[src/rtl/seq_pkg.sv]
// Shared definitions for the control-unit timing sequencer.
// Holds the default sizing constants and the per-edge priority decision enum.
package seq_pkg;

    localparam int SEQ_T_W_DEF   = 4;
    localparam int SEQ_T_MAX_DEF = 15;
    localparam int SEQ_STALL_W   = 16;

    // Outcome of the per-edge priority resolution, highest priority first.
    typedef enum logic [2:0] {
        SEQ_CLR,
        SEQ_RESTART,
        SEQ_HOLD,
        SEQ_WRAP,
        SEQ_INC,
        SEQ_IDLE
    } seq_dec_e;

endpackage

[src/rtl/seq_onehot_dec.sv]
// Purely combinational binary-to-one-hot decoder.
// Output bit k is high when code equals k. Also used for the D0..D7 opcode decode.
module seq_onehot_dec #(
    parameter int T_W = 4,
    parameter int N   = 16
) (
    input  logic [T_W-1:0] code,
    output logic [N-1:0]   onehot
);

    // One comparator per output line.
    for (genvar k = 0; k < N; k++) begin : g_bit
        assign onehot[k] = (code == T_W'(k));
    end

endmodule

[src/rtl/timing_sequencer.sv]
// Timing state generator for the control unit (successor of the 2-bit SC).
// Produces T, its one-hot decode, a last-state flag and wrap/restart pulses.
// Optional macro SEQ_STALL_CNT_EN adds a saturating 16-bit stall counter output.
module timing_sequencer
    import seq_pkg::*;
#(
    parameter int T_W                = SEQ_T_W_DEF,
    parameter int T_MAX              = SEQ_T_MAX_DEF,
    parameter int RESTART_ON_RELEASE = 1
) (
    input  logic             clk,
    input  logic             rst,
    input  logic             clr,
    input  logic             inc,
    input  logic             hold,
    output logic [T_W-1:0]   T,
    output logic [T_MAX:0]   t_onehot,
    output logic             last_t,
    output logic             wrap,
    output logic             restart
`ifdef SEQ_STALL_CNT_EN
    ,
    output logic [SEQ_STALL_W-1:0] stall_cnt
`endif
);

    // Reject impossible cycle lengths at elaboration time.
    if (T_MAX < 1 || T_MAX > (2**T_W) - 1) begin : g_bad_t_max
        $error("timing_sequencer: T_MAX out of range for T_W");
    end

    localparam logic [T_W-1:0] T_LAST = T_W'(T_MAX);
    localparam bit             ROR    = (RESTART_ON_RELEASE != 0);

    logic     hold_prev;
    seq_dec_e dec;

    // Resolve this edge's action in priority order.
    always_comb begin
        dec = SEQ_IDLE;
        if (clr) begin
            dec = SEQ_CLR;
        end else if (ROR && hold_prev && !hold) begin
            dec = SEQ_RESTART;
        end else if (hold) begin
            dec = SEQ_HOLD;
        end else if (inc && (T == T_LAST)) begin
            dec = SEQ_WRAP;
        end else if (inc) begin
            dec = SEQ_INC;
        end
    end

    // State count, hold edge tracker and the two one-cycle pulses.
    always_ff @(posedge clk or negedge rst) begin
        if (!rst) begin
            T         <= '0;
            hold_prev <= 1'b0;
            wrap      <= 1'b0;
            restart   <= 1'b0;
        end else begin
            hold_prev <= hold;
            wrap      <= (dec == SEQ_WRAP);
            restart   <= (dec == SEQ_RESTART);
            case (dec)
                SEQ_CLR, SEQ_RESTART, SEQ_WRAP: T <= '0;
                SEQ_INC:                        T <= T + T_W'(1);
                default:                        T <= T;
            endcase
        end
    end

    assign last_t = (T == T_LAST);

    seq_onehot_dec #(
        .T_W (T_W),
        .N   (T_MAX + 1)
    ) u_dec (
        .code   (T),
        .onehot (t_onehot)
    );

`ifdef SEQ_STALL_CNT_EN
    // Count frozen cycles, saturating; instruction end clears it.
    always_ff @(posedge clk or negedge rst) begin
        if (!rst) begin
            stall_cnt <= '0;
        end else if (clr) begin
            stall_cnt <= '0;
        end else if (hold && (stall_cnt != '1)) begin
            stall_cnt <= stall_cnt + SEQ_STALL_W'(1);
        end
    end
`endif

endmodule
[config.mk]
export PLATFORM = sky130hd
export DESIGN_NAME = timing_sequencer
export DESIGN_NICKNAME = d
export VERILOG_FILES = /design/src/rtl/seq_pkg.sv /design/src/rtl/seq_onehot_dec.sv /design/src/rtl/timing_sequencer.sv
export SDC_FILE = /design/constraint.sdc
export NUM_CORES = 1
export LEC_CHECK = 0
export ABC_CLOCK_PERIOD_IN_PS = 1800
export BUFFER_PORTS_ARGS = -buffer_cell sky130_fd_sc_hd__clkbuf_2
export CORE_AREA = 5 5 42 44
export CTS_BUF_LIST = sky130_fd_sc_hd__clkbuf_2
export DETAILED_ROUTE_END_ITERATION = 6
export DIE_AREA = 0 0 47 49
export PLACE_DENSITY_LB_ADDON = 0.05
export SYNTH_ARGS = -nofsm -noshare
export SYNTH_HDL_FRONTEND = slang
export SYNTH_SLANG_ARGS = --single-unit
[constraint.sdc]
create_clock -name clk -period 1.8 [get_ports clk]
set_input_delay 0.45 -clock clk [delete_from_list [all_inputs] [get_ports clk]]
set_output_delay 0.45 -clock clk [all_outputs]
set_load 0.01 [all_outputs]
After elaboration in Yosys (flattened, before gate mapping)

Index checks and enable logic that the tools add are counted.

Register bits: 7
Logic and storage cells: 36
Bits of input ports: 5
Output and inout port bits: 23

Eq/ne operators: 18
Reductions and logical operators: 7
Add/subtract/negate cells: 1
Mux-type cells: 6

Operators by type and width:

| operator                                       | number |
|---|---|
| == test 4 bit (second input constant)          | 8 |
| == test 4 x 3 -> 1 bit (second input constant) | 4 |
| 2-to-1 mux 3 bit                               | 4 |
| == test 4 x 2 -> 1 bit (second input constant) | 2 |
| case mux 4 bit (2 select lines)                | 1 |
| adder 4 x 1 -> 4 bit (second input constant)   | 1 |
| == test 4 x 1 -> 1 bit (second input constant) | 1 |
| logical NOT 4 bit                              | 1 |
| == test 3 x 1 -> 1 bit (second input constant) | 1 |
| == test 3 x 2 -> 1 bit (second input constant) | 1 |
| == test 3 bit (second input constant)          | 1 |
| logical NOT 3 bit                              | 1 |
| OR reduction 3 bit                             | 1 |
| logical AND 1 bit                              | 2 |
| nonzero test 2 bit                             | 1 |
| logical NOT 1 bit                              | 1 |
| 2-to-1 mux 1 bit                               | 1 |

Depth between registers and ports, before layout

Gate-level depths: netlist (run 1).

Depth in word-level cells: 9
Gate-level depth with buffers: 5
Mapped depth without buffers: 5

Hierarchy

Synthesis (run 1) repeated with hierarchy kept, for this count alone.

Cell total of the unflattened synthesis: 48
Area total of the unflattened synthesis: 550.5 sq um

Modules (own cells, without submodules):

| module           | cells each | area each (sq um) | seq. area each (sq um) | times used |
|---|---|---|---|---|
| timing_sequencer | 28         | 324.1             | 175.2                  | 1 |
| seq_onehot_dec   | 20         | 226.5             | 0.0                    | 1 |

Worst setup path after synthesis (run 1)

No wires, ideal clock.

Kind: register to output
Start point: reg T[1]
End point: out t_onehot[15]
Slack: 0.273 ns
Required time: 1.350 ns
Arrival time: 1.077 ns
Buffers on the path: 1
Stages on the path, launching flop included: 5
Cell sequence: dfrtp_1 > ha_1 > nand3_1 > inv_1 > buf_4

Word-level cells in the longest chain between the ends: 1

RTL lines:

| item                   | RTL line               | text |
|---|---|---|
| start, declared        | timing_sequencer.sv:16 | `output logic [T_W-1:0] T,` |
| start signal, assigned | timing_sequencer.sv:67 | `SEQ_INC: T <= T + T_W'(1);` |
| == test 4 bit          | -                      |  |
| end, declared          | timing_sequencer.sv:17 | `output logic [T_MAX:0] t_onehot,` |

Every way passes these cells.

Worst setup path in the final report (run 1)

Start point: reg T[1]
End point: out t_onehot[13]

Word-level cells in the longest chain between the ends: 1

RTL lines:

| item          | RTL line             | text |
|---|---|---|
| == test 4 bit | seq_onehot_dec.sv:13 | `assign onehot[k] = (code == T_W'(k));` |

Every way passes these cells.

==> results of run 1 <==
## flip-flops by register name, summed over array words and instances (netlist names)
name       cells
T              4
hold_prev      1
restart        1
wrap           1
## metrics by stage
| step | setup slack [ns] | std cells |
|---|---|---|
| 4_1_cts | 0.02262 | 98 |
| 3_5_place_dp | 0.2043 | 94 |
| 2_1_floorplan | 0.2732 | 53 |
| 5_1_grt | -0.03773 | 98 |
| 6_report | 0.06022 | 98 |
| 3_3_place_gp | 0.1973 | 94 |
## worst max-delay path, cell delays in order (launching register included)
cell	delay, ns
dfrtp_1	0.44
inv_1	0.13
ha_2	0.21
and3_1	0.16
clkbuf_2	0.13
## cell type report
cell class / count / area, sq um
fill: 147 / 734.5
sequential: 7 / 178.9
inverter: 4 / 15.01
multi-input combinational: 40 / 297.8
clock buffer: 4 / 20.02
timing repair buffer: 27 / 135.1
tap: 16 / 20.02
## worst paths after layout
| check | end | cells past startpoint | slack (ns) | start |
|---|---|---|---|---|
| worst max-delay path | t_onehot[13] | 4 | 0.06 | T[1]$_DFFE_PN0P_ |
| worst min-delay path | wrap$_DFF_PN0_ | 1 | 0.04 | rst |
| worst max register to register | T[2]$_DFFE_PN0P_ | 4 | 0.41 | T[1]$_DFFE_PN0P_ |
| worst min register to register | restart$_DFF_PN0_ | 1 | 0.59 | hold_prev$_DFF_PN0_ |
| max in group asynchronous | T[3]$_DFFE_PN0P_ | 1 | 1.58 | rst |
| min in group clk | hold_prev$_DFF_PN0_ | 1 | 0.39 | hold |
## logic make-up (layout without fill, tap and decap cells)
group	Yosys count	in the layout
compound gates	8	8
mux	1	1
simple gates	27	27
fa+ha+maj	4	4
buf+inv	6	35
flops	7	7
## cell usage after synthesis, drive strengths merged, types with 2 or more instances
library cell,count,area [sq um]
and3,3,18.77
a21oi,2,10.01
dfrtp,7,175.2
inv,4,15.01
and2,12,75.07
ha,4,50.05
nor2,5,18.77
## where the power goes
part	switching [uW]	internal [uW]	total (uW)
Sequential	3.35	161	164
Combinational	18.4	14.7	33.1
Clock	53.0	59.0	112
## per-layer routing
| metal | vias to the layer above | track usage [%] | share of wire [%] |
|---|---|---|---|
| met1 | 210 | 14.16 | 43 |
| li1 | 234 | - | - |
| met3 | 2 | 1.107 | 11 |
| met2 | 23 | 14.71 | 44 |
| met4 | 0 | 6.912 | 1.6 |
| met5 | - | 0 | 0 |
## timing repair
item / in CTS / in global routing
hold buffers: 0 / 0
gates resized for setup: 2 / 5
endpoints found under the setup margin: 4 / 15
==> qor.txt, run 1 <==
Post-Synth XOR/XNOR Area -> 0%
Final Skew -> 0.001568 ns
Area growth, synth to finish -> 35.62%
Mapped cell area -> 491.7 sq um
Diodes inserted -> 0
Most common flop cell mapped by yosys -> dfrtp_1
DRC viols -> 0
Fin crit period -> 1.740 ns
Post-synthesis simple-gate area fraction -> 34.86%
Async set-reset flop share out of synthesis -> 100.0%
Detail Route Antenna Nets -> 0
First-pass GRT wire length -> 1.766 mm
Port buffer count -> 27
CP endpoint kind -> primary output
Hold Vio Cnt, Final -> 0
Largest family of logic cells by synthesized area -> simple AND/OR/NAND/NOR gates
WL per Instance -> 11.85 um
Clk sinks -> 7
Worst slew margin -> 85.12%
Commonest non-fill, non-tap cell in the layout -> clkbuf_2
Post-Route WL -> 1.161 mm
Die width -> 47 um
Die area -> 0.002303 sq mm
Pwr Density -> 463.5 mW/mm^2
Final GP Congestion -> 0.7294
Post-synth EDFFs -> 0
RSZ-0062 raised after global routing -> yes
CTS H-Tree Depth -> 1
Via count -> 469
Initial antenna violation count -> 0
Total global routing overflow -> 0
Post-layout util -> 47.59%
DRT iter0 DRCs -> 2
Seq/Total Area, Yosys -> 35.62%
Status -> complete, no violations
Max cap viols -> 0
Final Cycle Share -> 96.65%
Starting density of the core -> 35.09%
Unique masters post-synth -> 23
Vias in the first global route -> 425
Post-Synth Adder-Cell Area -> 10.18%
Syn nets -> 62
Total chip power -> 309.1 uW
Most frequent cells in the layout -> clkbuf_2, and2_1, nor2_1, dfrtp_1
Synth Area in Compound Gates -> 11.70%
Design area -> 666.9 sq um
CP startpoint kind -> flip-flop
I/O pins -> 28
Max Clock Freq -> 574.8 MHz
Num CTS Buffers -> 3
Yosys reg bits -> 7
DR vias/cell -> 4.786
Clock Latency Late Sink -> 0.22 ns
Kind of critical path -> flip-flop to primary output
Core ar. -> 0.001401 sq mm
CTS tree -> yes
Final-report setup violation count -> 0
Worst-Margin Slew -> 0.2228 ns
Gate Count Post-Synth -> 53
Row cnt -> 14
Setup TNS -> 0 ns
Synth Warn # -> 0
Dpl hpwl -> 978.5 um
Multiplexer area fraction after synthesis -> 2.290%
Post-place instance area -> 635.6 sq um
Die Y -> 49 um
Worst-case clock buffer depth -> 2
Average cell area after synthesis -> 9.278 sq um
Hold Slack -> 0.04426 ns
LEAKAGE -> 0.0003763 uW
Slew Viols, Final -> 0
Post-CTS setup buffer count -> 0
CP Data Arrival Time -> 1.29 ns
Largest net degree at the start of global routing -> 12
Worst Path Max Fanout -> 6
Worst Path Required -> 1.35 ns
Clk pin slew, worst setup/hold paths -> 0.07 ns
Fin nets -> 92
Root Buffer -> clkbuf_2
Tot GR Track Use -> 10.35%
Layout cells sized above 1 -> 51.22%
Max VDD drop -> 0.2661 mV
Min-Delay Path Class -> input port to asynchronous set/reset pin
Drt pass-1 iters -> 2
No activity file was read; power rests on OpenSTA's default activity.
==> run 2, diff against run 1 <==
--- a/config.mk
+++ b/config.mk
@@ -11,7 +11,7 @@
 export CTS_BUF_LIST = sky130_fd_sc_hd__clkbuf_2
 export DETAILED_ROUTE_END_ITERATION = 6
 export DIE_AREA = 0 0 47 49
-export PLACE_DENSITY_LB_ADDON = 0.05
+export PLACE_DENSITY = 0.77
 export SYNTH_ARGS = -nofsm -noshare
 export SYNTH_HDL_FRONTEND = slang
 export SYNTH_SLANG_ARGS = --single-unit
==> qor.txt, run 2 (synthesized netlist as in run 1, its figures left out) <==
Most frequent cells in the layout -> clkbuf_2, and2_1, nor2_1, dfrtp_1, ha_2 (was clkbuf_2, and2_1, nor2_1, dfrtp_1)
Die Y -> 49 um (unchanged)
Post-Route WL -> 1.297 mm (was 1.161 mm)
CTS H-Tree Depth -> 1 (unchanged)
Pwr Density -> 468.2 mW/mm^2 (was 463.5 mW/mm^2)
Hold Vio Cnt, Final -> 0 (unchanged)
CP endpoint kind -> primary output (unchanged)
Vias in the first global route -> 506 (was 425)
CP Data Arrival Time -> 1.31 ns (was 1.29 ns)
Min-Delay Path Class -> input port to asynchronous set/reset pin (unchanged)
Num CTS Buffers -> 3 (unchanged)
R2R Path Start -> hold_prev$_DFF_PN0_ (was T[1]$_DFFE_PN0P_)
Total chip power -> 321.6 uW (was 309.1 uW)
Reg2reg setup slack -> 0.43 ns (was 0.41 ns)
First-pass GRT wire length -> 2.145 mm (was 1.766 mm)
Worst slew margin -> 85.37% (was 85.12%)
Net Sw Power -> 86.18 uW (was 74.72 uW)
Dpl hpwl -> 1.050 mm (was 978.5 um)
Worst Path Max Fanout -> 6 (unchanged)
CTS Hold Bufs -> 0 (unchanged)
Largest Register -> T (unchanged)
Worst-case clock buffer depth -> 2 (unchanged)
DP Cell Count -> 95 (was 94)
Critical path launch point -> T[1]$_DFFE_PN0P_ (unchanged)
Max Clock Freq -> 567.9 MHz (was 574.8 MHz)
DRC viols -> 0 (unchanged)
Worst-Margin Slew -> 0.2186 ns (was 0.2228 ns)
Final Skew -> 0.001537 ns (was 0.001568 ns)
RSZ-0062 raised after global routing -> yes (unchanged)
P_int -> 235.4 uW (was 234.4 uW)
Commonest non-fill, non-tap cell in the layout -> clkbuf_2 (unchanged)
Starting density of the core -> 35.09% (unchanged)
Max VDD drop -> 0.3246 mV (was 0.2661 mV)
Clk pin slew, worst setup/hold paths -> 0.08 ns (was 0.07 ns)
Via count -> 493 (was 469)
Initial antenna violation count -> 0 (unchanged)
Detail Route Antenna Nets -> 0 (unchanged)
LEAKAGE -> 0.0003857 uW (was 0.0003763 uW)
Clk pwr share -> 37.9% (was 36.2%)
Drt pass-1 iters -> 4 (was 2)
Max cap viols -> 0 (unchanged)
Core ar. -> 0.001401 sq mm (unchanged)
Comb pwr share -> 11.1% (was 10.7%)
Fin crit period -> 1.761 ns (was 1.740 ns)
CP startpoint kind -> flip-flop (unchanged)
Row cnt -> 14 (unchanged)
Layout cells sized above 1 -> 54.76% (was 51.22%)
CTS tree -> yes (unchanged)
Diodes inserted -> 0 (unchanged)
Root Buffer -> clkbuf_2 (unchanged)
Final-report setup violation count -> 0 (unchanged)
DRT iter0 DRCs -> 10 (was 2)
Port buffer count -> 27 (unchanged)
Area growth, synth to finish -> 39.69% (was 35.62%)
Fin nets -> 94 (was 92)
Clock Latency Late Sink -> 0.23 ns (was 0.22 ns)
Final std cells w/o fill -> 100 (was 98)
Total global routing overflow -> 0 (unchanged)
I/O pins -> 28 (unchanged)
Switching Share -> 26.80% (was 24.18%)
Status -> complete, no violations (unchanged)
RR Endpoint -> T[3]$_DFFE_PN0P_ (was T[2]$_DFFE_PN0P_)
Clk sinks -> 7 (unchanged)
DR vias/cell -> 4.930 (was 4.786)
Slew Viols, Final -> 0 (unchanged)
R2R depth -> 3 (was 4)
Final Cycle Share -> 97.83% (was 96.65%)
Die area -> 0.002303 sq mm (unchanged)
Setup TNS -> 0 ns (unchanged)
Seq pwr share -> 51.0% (was 53.0%)
Kind of critical path -> flip-flop to primary output (unchanged)
WL per Instance -> 12.97 um (was 11.85 um)
Tot GR Track Use -> 12.55% (was 10.35%)
Final GP Congestion -> 0.8222 (was 0.7294)
Max reg flops -> 4 (unchanged)
Die width -> 47 um (unchanged)
Largest net degree at the start of global routing -> 10 (was 12)
Worst setup path end -> t_onehot[12] (was t_onehot[13])
Worst Path Required -> 1.35 ns (about the same)
[run 2: worst min-delay path by stage]
stage | endpoint | slack, ns | depth (start not counted)
floorplan | T[0]$_DFFE_PN0P_ | 0.15 | 0
global placement | restart$_DFF_PN0_ | 0.29 | 1
detailed placement | restart$_DFF_PN0_ | 0.30 | 1
CTS | T[2]$_DFFE_PN0P_ | 0.04 | 1
global route | wrap$_DFF_PN0_ | 0.04 | 1
finish | T[2]$_DFFE_PN0P_ | 0.04 | 1
[run 2: power groups by stage]
stage	logic (uW)	clock network, uW	registers [uW]
CTS	35.3	125	164
finish	35.8	122	164
global route	40.0	136	165
detailed placement	33.7	0	167
global placement	32.5	0	166
floorplan	14.6	0	167
[run 2: worst max-delay path, cell delays in order (launching register included)]
cell,delay (ns)
dfrtp_2,0.45
inv_1,0.13
ha_2,0.22
and3_1,0.16
clkbuf_2,0.13
[run 2: area by class of cell]
type                            instances  area (sq um)
Sequential cell                         7         178.9
Timing Repair Buffer                   29         150.1
Tap cell                               16         20.02
Inverter                                4         15.01
Multi-Input combinational cell         40         302.8
Fill cell                             146         714.4
Clock buffer                            4         20.02
[run 2: per-layer routing]
metal	vias to the layer above	GRT usage [%]	part of all wire (%)
met5	-	0	0
met3	4	2.952	6.9
li1	241	-	-
met2	14	21.04	53
met1	234	14.38	39
met4	0	5.530	0.77
[run 2: what timing repair did]
action,CTS,global route
resized for setup,2,7
setup buffers,1,0
endpoints found under the hold margin,0,0
setup endpoints to repair,9,15
[run 2: through the flow]
stage | utilization [%] | hold slack (ns) | setup WS, ns | cell area (sq um)
floorplan | - | 0.1544 | 0.2732 | 491.7
global placement | 45.89 | 0.2933 | 0.2575 | 643.1
detailed placement | 45.89 | 0.2974 | 0.2233 | 643.1
CTS | 48.04 | 0.03740 | 0.002812 | 673.1
finish | 49.02 | 0.03929 | 0.03902 | 686.9
global route | 49.02 | 0.03533 | -0.04328 | 686.9
